==> config.mk <==
export PLATFORM = sky130hd
export DESIGN_NAME = instr_fetch_unit
export DESIGN_NICKNAME = d
export VERILOG_FILES = /design/src/rtl/instr_fetch_unit.sv
export SDC_FILE = /design/constraint.sdc
export NUM_CORES = 1
export LEC_CHECK = 0
export CELL_PAD_IN_SITES_DETAIL_PLACEMENT = 1
export CELL_PAD_IN_SITES_GLOBAL_PLACEMENT = 1
export CORE_UTILIZATION = 29
export DETAILED_ROUTE_END_ITERATION = 10
export PLACE_DENSITY = 0.8
export SLEW_MARGIN = 40
export SYNTH_ARGS = -nofsm -noshare
export SYNTH_HDL_FRONTEND = slang
export SYNTH_SLANG_ARGS = --single-unit
export TNS_END_PERCENT = 30
==> constraint.sdc <==
create_clock -name clk -period 2.51 [get_ports clk]
set_input_delay 0.251 -clock clk [delete_from_list [all_inputs] [get_ports clk]]
set_output_delay 0.251 -clock clk [all_outputs]
set_load 0.005 [all_outputs]
==> src/rtl/instr_fetch_unit.sv <==
// Multi-cycle instruction fetch stage closing the PC -> imem -> PC loop.
// Optional FETCH_ALIGN_CHECK_EN: fault on a misaligned PC instead of masking it.
module instr_fetch_unit #(
    parameter logic [31:0] RESET_PC = 32'h0040_0000,
    parameter int unsigned MAX_WAIT = 15
) (
    input  logic        clk,
    input  logic        rst,
    input  logic [31:0] pc_i,
    input  logic        stall_i,
    input  logic        redirect_i,
    input  logic [31:0] redirect_pc_i,
    output logic        mem_req_o,
    output logic [31:0] mem_addr_o,
    input  logic        mem_ack_i,
    input  logic [31:0] mem_rdata_i,
    output logic [31:0] instr_o,
    output logic        instr_valid_o,
    output logic [31:0] pc_next_o,
    output logic        pc_we_o,
    output logic        fetch_fault_o
);

    typedef enum logic [2:0] {
        IDLE,
        REQ,
        HOLD,
        DRAIN,
        FAULT
    } state_t;

    localparam logic [7:0] WAIT_LAST = 8'(MAX_WAIT - 1);

    if (MAX_WAIT < 1 || MAX_WAIT > 255 || RESET_PC[1:0] != 2'b00) begin : g_bad_param
        $error("instr_fetch_unit: parameter out of range");
    end

    state_t      state;
    logic [7:0]  wait_cnt;
    logic [31:2] addr_q;
    logic [31:0] instr_q;
    logic        valid_q;
    logic        fault_q;
    logic        misaligned;
    logic        timeout;

`ifdef FETCH_ALIGN_CHECK_EN
    assign misaligned = (pc_i[1:0] != 2'b00);
`else
    assign misaligned = 1'b0;
`endif

    // Last tolerated no-ack cycle; the ack branch is checked first.
    assign timeout = (wait_cnt == WAIT_LAST);

    assign instr_o       = instr_q;
    assign instr_valid_o = valid_q;
    assign fetch_fault_o = fault_q;

    always_comb begin
        mem_req_o  = 1'b0;
        mem_addr_o = 32'd0;
        pc_we_o    = 1'b0;
        pc_next_o  = redirect_i ? redirect_pc_i : pc_i + 32'd4;
        unique case (state)
            IDLE: pc_we_o = redirect_i;
            REQ: begin
                pc_we_o = redirect_i;
                if (!misaligned) begin
                    mem_req_o  = 1'b1;
                    mem_addr_o = {pc_i[31:2], 2'b00};
                end
            end
            HOLD: pc_we_o = redirect_i || !stall_i;
            DRAIN: begin
                pc_we_o    = redirect_i;
                mem_req_o  = 1'b1;
                mem_addr_o = {addr_q, 2'b00};
            end
            default: ;
        endcase
    end

    always_ff @(posedge clk) begin
        if (rst) begin
            state    <= IDLE;
            wait_cnt <= 8'd0;
            addr_q   <= '0;
            instr_q  <= 32'd0;
            valid_q  <= 1'b0;
            fault_q  <= 1'b0;
        end else begin
            unique case (state)
                IDLE: begin
                    state    <= REQ;
                    wait_cnt <= 8'd0;
                end
                REQ: begin
                    addr_q <= pc_i[31:2];
                    if (misaligned) begin
                        state   <= FAULT;
                        fault_q <= 1'b1;
                    end else if (mem_ack_i) begin
                        wait_cnt <= 8'd0;
                        if (!redirect_i) begin
                            instr_q <= mem_rdata_i;
                            valid_q <= 1'b1;
                            state   <= HOLD;
                        end
                    end else if (timeout) begin
                        state   <= FAULT;
                        fault_q <= 1'b1;
                    end else begin
                        wait_cnt <= wait_cnt + 8'd1;
                        if (redirect_i)
                            state <= DRAIN;
                    end
                end
                HOLD: begin
                    if (redirect_i || !stall_i) begin
                        state    <= REQ;
                        valid_q  <= 1'b0;
                        wait_cnt <= 8'd0;
                    end
                end
                DRAIN: begin
                    // Old request still owns the bus; its data is dropped.
                    if (mem_ack_i) begin
                        state    <= REQ;
                        wait_cnt <= 8'd0;
                    end else if (timeout) begin
                        state   <= FAULT;
                        fault_q <= 1'b1;
                    end else begin
                        wait_cnt <= wait_cnt + 8'd1;
                    end
                end
                FAULT: ;
                default: state <= IDLE;
            endcase
        end
    end

endmodule

==> insert_results.sql, run 1 <==
INSERT INTO impl_metrics (metric_group, metric, value, unit) VALUES
('run_status', 'run_status', 'finished with violations', ''),
('run_status', 'violated_checks', 'setup timing', ''),
('synthesis', 'synth.area.mux_share', '0.07884', ''),
('cts', 'cts.root.buffer_cell', 'clkbuf_16', ''),
('floorplan', 'placement_rows', '44', ''),
('power_and_ir_drop', 'vdd_drop_max', '0.0002880', 'V'),
('finish', 'seq_area', '1503', 'sq um'),
('timing', 'tightest_slew', '659.6', 'ps'),
('routing', 'routedWlPerCell', '17.31', 'microns'),
('floorplan', 'floorplan.initialDensity', '0.2991', ''),
('timing', 'timing.final.setup_violations', '2', ''),
('cts', 'clk-insertion-delay-late', '330', 'ps'),
('finish', 'layout.nets', '939', ''),
('routing', 'drt-initial-drc-count', '193', ''),
('timing', 'timing.final.crit_period', '2644', 'ps'),
('synthesis', 'synth_enable_flop_cells', '0', ''),
('timing', 'worst_clock_skew', '7.232', 'ps'),
('timing', 'period_share', '1.053', ''),
('setup_path', 'worstPathArrival', '2390', 'ps'),
('cts', 'cts.hold.buffers_added', '0', ''),
('synthesis', 'combinational_family_with_the_most_area_after_synthesis', 'simple AND/OR/NAND/NOR gates', ''),
('finish', 'flow.area_growth_from_synthesis', '68.66', '%'),
('floorplan', 'die-area', '15540', 'sq um'),
('cts', 'clk_sink_count', '75', ''),
('grt', 'grt_max_degree', '41', ''),
('floorplan', 'die_height', '124.7', 'microns'),
('synthesis', 'synth-main-ff-cell', 'dfxtp_1', ''),
('timing', 'finalWorstSetupSlack', '-133.8', 'ps'),
('grt', 'first_pass_grt_wire_length', '28.39', 'mm'),
('finish', 'num-fill-cells', '1758', ''),
('synthesis', 'postSynthCellCount', '598', ''),
('setup_path', 'worst-r2r-setup-slack', '500', 'ps'),
('synthesis', 'syn-cell-area', '4364', 'sq um'),
('routing', 'totalWireLength', '17.71', 'mm'),
('floorplan', 'io-pin-count', '201', ''),
('finish', 'antenna_cells', '0', ''),
('worst_hold_path', 'hold_class', 'primary input to flip-flop', ''),
('setup_path', 'worstPathRequired', '2260', 'ps'),
('cts', 'cts_tree', 'built', ''),
('synthesis', 'synth-compound-area-share', '0.1671', ''),
('timing', 'finalHoldViolations', '0', ''),
('power_and_ir_drop', 'power_per_cell_area', '484.8', 'nW/um^2'),
('setup_path', 'crit_path_cell_trace', 'clkdlybuf4s50_1 > and4_4 > nand3_4 > or4_1 > a31oi_1 > clkdlybuf4s50_1', ''),
('routing', 'drcViolationCount', '0', ''),
('routing', 'drtPass1Iterations', '4', ''),
('grt', 'first_global_vias', '5727', ''),
('setup_path', 'critical_path_buf_inv_count', '2', ''),
('placement', 'dpl_worst_slack', '-391.6', 'ps'),
('synthesis', 'synth-adder-area-share', '0.008601', ''),
('grt', 'globalRouteTotalUtil', '0.2248', ''),
('synthesis', 'yosys_warnings', '0', ''),
('synthesis', 'synth_sequential_area_ratio', '0.3440', ''),
('run', 'maxCapViolCount', '0', ''),
('synthesis', 'syn_area_per_cell', '7.298', 'sq um'),
('synthesis', 'yosysUniqueCellTypes', '48', ''),
('setup_path', 'crit_path_end_kind', 'output port', ''),
('finish', 'multi_input_comb_area', '2703', 'sq um'),
('finish', 'post-route-util', '0.5045', ''),
('routing', 'routed_via_density', '5.187', ''),
('placement', 'dp.final_hpwl', '12.66', 'mm'),
('setup_path', 'crit_path_max_fanout', '14', ''),
('cts', 'total_number_of_h_tree_levels', '3', ''),
('timing', 'slew_headroom', '0.5593', ''),
('synthesis', 'post_synth_and_or_nand_nor_area_fraction', '0.3154', ''),
('synthesis', 'ys_seq_elements', '75', ''),
('grt', 'overflow', '0', ''),
('setup_path', 'worst_path_dominant_cell_family', 'buffers and inverters', ''),
('synthesis', 'synthArstFlopShare', '0', ''),
('setup_path', 'timing.critical_path.from_type', 'primary input', ''),
('placement', 'place.gp.congestion', '0.8476', ''),
('cts', 'cts.clk_slew.worst_paths', '60', 'ps');
-- registers in the layout, indices dropped and copies added (netlist names) --
register / cells
addr_q: 30
fetch_fault_o: 1
instr_o: 32
state: 3
wait_cnt: 8
instr_valid_o: 1
-- synthesized netlist by cell type, drive strengths merged (2+ instances only) --
master	number	area (sq um)
a211oi	4	30.03
a21oi	69	345.3
a31oi	16	100.1
and2	3	18.77
and3	7	43.79
and4	5	43.79
buf	20	130.1
clkbuf	27	101.4
dfxtp	75	1501
ha	3	37.54
inv	6	22.52
mux2	3	33.78
mux2i	31	310.3
nand2	151	566.8
nand2b	5	31.28
nand3	16	85.08
nand4	11	98.84
nand4b	2	17.52
nor2	57	214.0
nor3b	2	20.02
o211ai	4	30.03
o21ai	20	100.1
o31ai	12	90.09
or3	6	37.54
or4	15	112.6
xnor2	3	26.28
xor2	10	87.58
-- layout make-up --
cell class	count	share of cell area
repair buffers	270	0.3508
multi-input cells	472	0.3672
well taps	184	0.03128
inverters	7	0.003570
clock buffers	9	0.03060
flip-flops and latches	75	0.2041
clock inverters	6	0.01241
-- worst min-delay path: cells and delay by family --
kind | cells | cell delay [ps]
buffers and inverters | 2 | 280
and+or+nand+nor | 1 | 50
AOI/OAI and AO/OA | 1 | 50
-- metrics by stage --
step | instance area (sq um) | instances
after floorplan | 4368 | 599
after global placement | 6854 | 996
after detailed placement | 6854 | 996
after CTS | 7263 | 1017
after global routing | 7361 | 1023
final | 7361 | 1023
-- power by group --
| group | switching, uW | internal (uW) |
|---|---|---|
| registers | 41.7 | 1250 |
| logic | 416 | 495 |
| clock network | 497 | 866 |
-- cell families (layout without fill, tap and decap cells) --
| logic type | count (synthesis) | count (layout) |
|---|---|---|
| adders and majority gates | 3 | 3 |
| muxes | 34 | 34 |
| and+or+nand+nor | 289 | 291 |
| AOI/OAI and AO/OA | 129 | 129 |
| DFF | 75 | 75 |
| xor gates and xnor gates | 13 | 13 |
| buffers and inverters | 54 | 292 |
| other | 1 | 2 |
-- placed cells by master (no fill, tap or decap), types with 10 or more instances in the layout --
cell,instances
clkdlybuf4s50_1,171
nand2_1,150
dfxtp_1,74
a21oi_1,69
buf_4,63
nor2_1,57
mux2i_1,31
o21ai_0,19
nand3_1,15
a31oi_1,15
or4_1,14
dlygate4sd2_1,13
o31ai_1,11
xor2_1,10
-- worst paths after layout --
path / cells after the start / from / endpoint
worst min register to register: 2 / instr_o[13] / instr_o[13]
worst min-delay path: 4 / pc_i[12] / addr_q[12]
worst max-delay path: 6 / pc_i[17] / pc_next_o[29]
worst max register to register: 7 / state[2] / addr_q[13]
-- repair_timing --
| action | CTS | global route |
|---|---|---|
| pin swaps | 10 | 9 |
| resized for setup | 42 | 21 |
| gates cloned | 2 | 0 |
| buffers inserted | 4 | 6 |
| endpoints found under the setup margin | 20 | 16 |
-- layer usage --
layer / vias to the layer above / part of all wire / GRT usage / wire (microns)
met5: - / 0 / 0 / 0
met3: 40 / 0.046 / 0.05369 / 807
li1: 2553 / - / - / -
met4: 0 / 0.031 / 0.09426 / 556
met2: 135 / 0.51 / 0.4072 / 9071
met1: 2578 / 0.41 / 0.2486 / 7272
(Power assumes the default switching activity.)
==> inputs of run 2 (changes only) <==
--- a/config.mk
+++ b/config.mk
@@ -5,11 +5,13 @@
 export SDC_FILE = /design/constraint.sdc
 export NUM_CORES = 1
 export LEC_CHECK = 0
+export ABC_CLOCK_PERIOD_IN_PS = 2510
 export CELL_PAD_IN_SITES_DETAIL_PLACEMENT = 1
 export CELL_PAD_IN_SITES_GLOBAL_PLACEMENT = 1
 export CORE_UTILIZATION = 29
 export DETAILED_ROUTE_END_ITERATION = 10
 export PLACE_DENSITY = 0.8
+export SETUP_SLACK_MARGIN = 0.05
 export SLEW_MARGIN = 40
 export SYNTH_ARGS = -nofsm -noshare
 export SYNTH_HDL_FRONTEND = slang
==> run 2 against run 1 <==
  * The run now ends clean
  * Clock skew fell by 0.66 ps
  * Critical path type unchanged
  * Non-clock buffer count fell by 2
  * Sequential power barely moved
  * Via count fell by 0.26%
  * Critical endpoint is now pc_next_o[31]
  * Utilization fell by 0.27 points
  * Final area fell by 0.53%
  * Sequential cell count did not move
  * Global-route usage rose by 0.45 points
  * Hold slack improved by 0.61 ps
  * Cell count fell by 0.20%
  * Wire length rose by 0.71%
  * Largest cell class unchanged
==> insert_results.sql, run 2 (same netlist as run 1, synthesis figures left out) <==
INSERT INTO impl_metrics (metric_group, metric, value, unit) VALUES
('routing', 'routedWlPerCell', '17.47', 'microns'),
('routing', 'route.antenna.remaining_nets', '0', ''),
('worst_hold_path', 'worstHoldPathCells', '2', ''),
('routing', 'drcViolationCount', '0', ''),
('finish', 'layout_commonest_cell', 'clkdlybuf4s50_1', ''),
('timing', 'slew_headroom', '0.5574', ''),
('timing', 'timing.final.setup_violations', '0', ''),
('setup_path', 'r2r_cells', '7', ''),
('setup_path', 'worst_flop_to_flop_path_startpoint', 'state[2]', ''),
('floorplan', 'io-pin-count', '201', ''),
('finish', 'post-route-util', '0.5019', ''),
('cts', 'cts.hold.buffers_added', '0', ''),
('placement', 'placement.cell_area', '6854', 'sq um'),
('placement', 'dp.final_hpwl', '12.66', 'mm'),
('placement', 'io_buffer_count', '198', ''),
('timing', 'worst_clock_skew', '6.576', 'ps'),
('power_and_ir_drop', 'switching_share', '0.2678', ''),
('floorplan', 'die-area', '15540', 'sq um'),
('power_and_ir_drop', 'seq_power_share', '0.363', ''),
('power_and_ir_drop', 'p_leak', '0.002703', 'uW'),
('routing', 'num_vias', '5292', ''),
('timing', 'peak_clock_frequency_supported_by_timing', '401.9', 'MHz'),
('finish', 'final_std_cell_area_no_fill', '7322', 'sq um'),
('run', 'maxCapViolCount', '0', ''),
('cts', 'tritoncts_buffers', '9', ''),
('grt', 'globalRouteTotalUtil', '0.2293', ''),
('setup_path', 'crit_path_max_fanout', '5', ''),
('setup_path', 'worstPathRequired', '2260', 'ps'),
('grt', 'antenna_found_initial', '0', ''),
('cts', 'clk_sink_count', '75', ''),
('power_and_ir_drop', 'cellInternalPower', '2611', 'uW'),
('floorplan', 'placeable_area', '14590', 'sq um'),
('grt', 'first_global_vias', '5748', ''),
('finish', 'seq_area', '1503', 'sq um'),
('setup_path', 'crit_path_end_kind', 'output port', ''),
('timing', 'tightest_slew', '662.5', 'ps'),
('grt', 'grt_max_degree', '41', ''),
('worst_hold_path', 'hold_class', 'primary input to flip-flop', ''),
('floorplan', 'floorplan.initialDensity', '0.2991', ''),
('cts', 'total_number_of_h_tree_levels', '3', ''),
('run_status', 'run_status', 'finished, final reports clean', ''),
('setup_path', 'r2r_path_end', 'addr_q[13]', ''),
('power_and_ir_drop', 'net-switching-power', '955.0', 'uW'),
('finish', 'multi_input_comb_area', '2698', 'sq um'),
('timing', 'period_share', '0.9913', ''),
('finish', 'layout_common_cells', 'clkdlybuf4s50_1, nand2_1, dfxtp_1, a21oi_1, buf_4', ''),
('timing', 'hold_ws', '355.2', 'ps'),
('finish', 'antenna_cells', '0', ''),
('floorplan', 'die_x', '124.7', 'microns'),
('grt', 'first_pass_grt_wire_length', '28.84', 'mm'),
('placement', 'place.gp.congestion', '0.8476', ''),
('grt', 'overflow', '0', ''),
('routing', 'drt-initial-drc-count', '234', ''),
('routing', 'routed_via_density', '5.183', ''),
('cts', 'clock_path_buffers', '2', ''),
('cts', 'cts.root.buffer_cell', 'clkbuf_16', ''),
('timing', 'setup_total_negative_slack', '0', 'ps'),
('cts', 'clk-insertion-delay-late', '330', 'ps'),
('finish', 'layout.nets', '937', ''),
('finish', 'flow.area_growth_from_synthesis', '67.78', '%'),
('timing', 'final_max_slew_viol_count', '0', ''),
('power_and_ir_drop', 'power', '3566', 'uW'),
('setup_path', 'worst-r2r-setup-slack', '470', 'ps'),
('finish', 'largest_reg_flops', '32', ''),
('cts', 'cts.clk_slew.worst_paths', '60', 'ps'),
('power_and_ir_drop', 'p_clk_frac', '0.381', ''),
('timing', 'timing.final.crit_period', '2488', 'ps'),
('setup_path', 'timing_worst_setup_path_type', 'primary input to output port', ''),
('worst_hold_path', 'worst_min_path_start', 'rst', ''),
('power_and_ir_drop', 'power_per_cell_area', '487.0', 'nW/um^2'),
('timing', 'finalHoldViolations', '0', ''),
('cts', 'cts_tree', 'built', ''),
('power_and_ir_drop', 'p_comb_frac', '0.255', ''),
('floorplan', 'die_height', '124.7', 'microns'),
('finish', 'num-fill-cells', '1759', ''),
('routing', 'totalWireLength', '17.83', 'mm'),
('power_and_ir_drop', 'vdd_drop_max', '0.0002900', 'V'),
('worst_hold_path', 'whs_endpoint', 'state[2]', ''),
('floorplan', 'placement_rows', '44', ''),
('routing', 'drtPass1Iterations', '4', ''),
('timing', 'unrepaired_setup_endpoints_after_global_routing', 'true', ''),
('finish', 'post_route_cells_drive_above_1_share', '0.1350', ''),
('setup_path', 'timing.critical_path.from_type', 'primary input', ''),
('setup_path', 'worstPathArrival', '2240', 'ps');
==> run 2: cell count changes in the layout (fill, tap and decap cells not counted), sizes merged <==
cell	change
clkbuf	+1
clkdlybuf4s50	-2
dlymetal6s2s	-6
dlygate4sd2	+6
buf	-2
clkdlybuf4s15	+1
==> run 2: power groups by stage <==
stage	clock, uW	sequential (uW)	combinational [uW]
finish	1360	1300	910
CTS	1390	1300	909
floorplan	0	1310	365
global route	1440	1300	985
detailed placement	0	1320	910
global placement	0	1310	884
==> run 2: how the worst max path moves through the flow <==
| stage | cells after the start | slack [ps] | start | end |
|---|---|---|---|---|
| finish | 9 | 20 | pc_i[4] | pc_next_o[31] |
| global route | 7 | -20 | pc_i[17] | pc_next_o[18] |
| CTS | 7 | 6 | pc_i[17] | pc_next_o[20] |
| detailed placement | 7 | -390 | pc_i[3] | pc_next_o[28] |
| global placement | 7 | -350 | pc_i[3] | pc_next_o[28] |
| floorplan | 7 | 730 | wait_cnt[0] | wait_cnt[3] |
==> run 2: metrics by stage <==
| stage | std cells | setup slack [ps] |
|---|---|---|
| after floorplan | 599 | 727.9 |
| after global placement | 996 | -345.5 |
| after detailed placement | 996 | -391.6 |
| after CTS | 1020 | 6.265 |
| after global routing | 1021 | -16.87 |
| final | 1021 | 21.86 |
==> run 2: timing repair <==
action,4_1_cts,5_1_grt
gates cloned,2,0
pin swaps,12,4
setup endpoints to repair,23,11
gates resized for setup,55,10
hold endpoints to repair,0,0
setup buffers,7,1
==> run 2: cell type report <==
class | instances | share of cell area
Multi-Input combinational cell | 472 | 0.3684
Sequential cell | 75 | 0.2052
Tap cell | 184 | 0.03144
Clock buffer | 9 | 0.03076
Inverter | 7 | 0.003589
Clock inverter | 6 | 0.01247
Timing Repair Buffer | 268 | 0.3481
==> run 2: layer usage <==
layer  vias to the layer above  share of wire  global-route usage
met5                         -              0                   0
met4                         0          0.025             0.08221
met3                        31          0.048             0.05155
met2                       129           0.52              0.4228
met1                      2585           0.41              0.2547
li1                       2547              -                   -
==> run 2: critical path, stage by stage <==
cell and delay, ps:
dlygate4sd2_1 220, and4_4 250, buf_8 150, nand4_4 180, buf_6 210, buf_4 120, or4_1 490, a31oi_1 220
buf_2 150
==> edit (config.mk and constraints of run 2) <==
Add a define of `FETCH_ALIGN_CHECK_EN`.
--- a/src/rtl/instr_fetch_unit.sv
+++ b/src/rtl/instr_fetch_unit.sv
@@ -2,2 +2,4 @@
 // Optional FETCH_ALIGN_CHECK_EN: fault on a misaligned PC instead of masking it.
+`define FETCH_ALIGN_CHECK_EN
+
 module instr_fetch_unit #(
Formal check against the unedited RTL: not equivalent (a bounded check fails within 4 cycles, from zero or initial values and one cycle with rst high).
==> edit against run 2 <==
Worst setup slack improved by 0.069 ns. Synthesized cell count decreased by 7.0%. Routed wire length decreased by 10%. Combinational power increased by 41%. Largest cell class is now buffers. Global-route usage decreased by 1.3 points. Sequential power increased by 9%. Register-to-register slack got worse by 0.05 ns. Sequential cell count unchanged. Power increased by 10%. Cell area decreased by 5.2%. Area after synthesis decreased by 5.4%. Die area decreased by 5.4%. Fmax increased by 2.9%.
==> edit: results (changes against run 2) <==
\begin{tabular}{lr}
\hline
Metric & Value \\
\hline
\multicolumn{2}{l}{\textbf{Final layout}} \\
Number of multi-input logic gates & 433 (-8.3\%) \\
Non-CTS inverters & 4 (-3) \\
Final instance area & 6938 um\^{}2 (-5.2\%) \\
Multi-input gate share of total cell area & 35.37\% (-1.5 points) \\
Number of nets in the final layout & 888 (-5.2\%) \\
Combined flip-flop and latch cell area & 1505 um\^{}2 (+0.17\%) \\
Seq\_cells & 75 (unchanged) \\
Non-clock buffer count & 261 (-2.6\%) \\
Portion of the layout cell area used by clock cells & 4.094\% (-0.23 points) \\
\multicolumn{2}{l}{\textbf{Critical path}} \\
Setup slack, reg-to-reg & 0.42 ns (-0.05 ns) \\
R2r startpoint & state[0]\$\_SDFFE\_PP0P\_ \\
Critical path launch point & pc\_i[2] \\
\multicolumn{2}{l}{\textbf{Yosys}} \\
Ranking of synthesized cells by instance count & sky130\_fd\_sc\_hd\_\_nand2\_1 (167), sky130\_fd\_sc\_hd\_\_dfxtp\_1 (75), sky130\_fd\_sc\_hd\_\_a21oi\_1 (68) \\
Share of cell area taken by muxes after synthesis & 0.8187\% (-7.1 points) \\
Xor and xnor fraction of the mapped netlist area & 7.216\% (+4.6 points) \\
Most area-consuming cells after synthesis & sky130\_fd\_sc\_hd\_\_dfxtp\_1 (36\%), sky130\_fd\_sc\_hd\_\_nand2\_1 (15\%), sky130\_fd\_sc\_hd\_\_a21oi\_1 (8.2\%) \\
\multicolumn{2}{l}{\textbf{Detailed routing}} \\
Vias per inst & 5.007 (-3.4\%) \\
Routed length on met2 & 7.974 mm (-14\%) \\
Number of design-rule violations left by the first detailed-router iteration & 220 (-6.0\%) \\
\multicolumn{2}{l}{\textbf{Pwr}} \\
Maximum vdd drop & 435.6 uV (+50\%) \\
Power share of the clock group & 31.3\% (-6.8 points) \\
\multicolumn{2}{l}{\textbf{Placement}} \\
Hpwl dp & 12.16 mm (-4.0\%) \\
Routability congestion estimate & 0.8163 (-3.7\%) \\
\multicolumn{2}{l}{\textbf{Global routing}} \\
Met2 Resource Use GR & 39.17\% (-3.1 points) \\
Via count of the first global-routing pass & 5085 (-12\%) \\
Global-route usage over all layers & 21.67\% (-1.3 points) \\
GRT met3 Usage & 6.156\% (+1.0 points) \\
\multicolumn{2}{l}{\textbf{Run status}} \\
Outcome & finished clean \\
\multicolumn{2}{l}{\textbf{Min path}} \\
Sink of the worst hold path & addr\_q[6]\$\_SDFFE\_PP0P\_ \\
\hline
\end{tabular}
## edit: cell count changes after synthesis, sizes merged, moves of 6 or more
| cell | run 2 | this run |
|---|---|---|
| a22o | 0 | 30 |
| xnor2 | 3 | 9 |
| o31ai | 12 | 2 |
| or4 | 15 | 1 |
| nand2 | 151 | 167 |
| nor2 | 57 | 15 |
| xor2 | 10 | 25 |
| o21ai | 20 | 32 |
| a31oi | 16 | 1 |
| mux2i | 31 | 0 |
## edit: stage by stage
step / worst slack [ns] / std cells / power [mW] / hold slack [ns]
2_1_floorplan: 0.6696 / 557 / 2.072 / 0.3870
3_3_place_gp: -0.2520 / 947 / 2.662 / 0.4413
3_5_place_dp: -0.2720 / 947 / 2.725 / 0.4481
4_1_cts: -0.03470 / 966 / 3.960 / 0.4447
5_1_grt: 0.01870 / 969 / 4.159 / 0.3918
6_report: 0.09135 / 969 / 3.938 / 0.3802
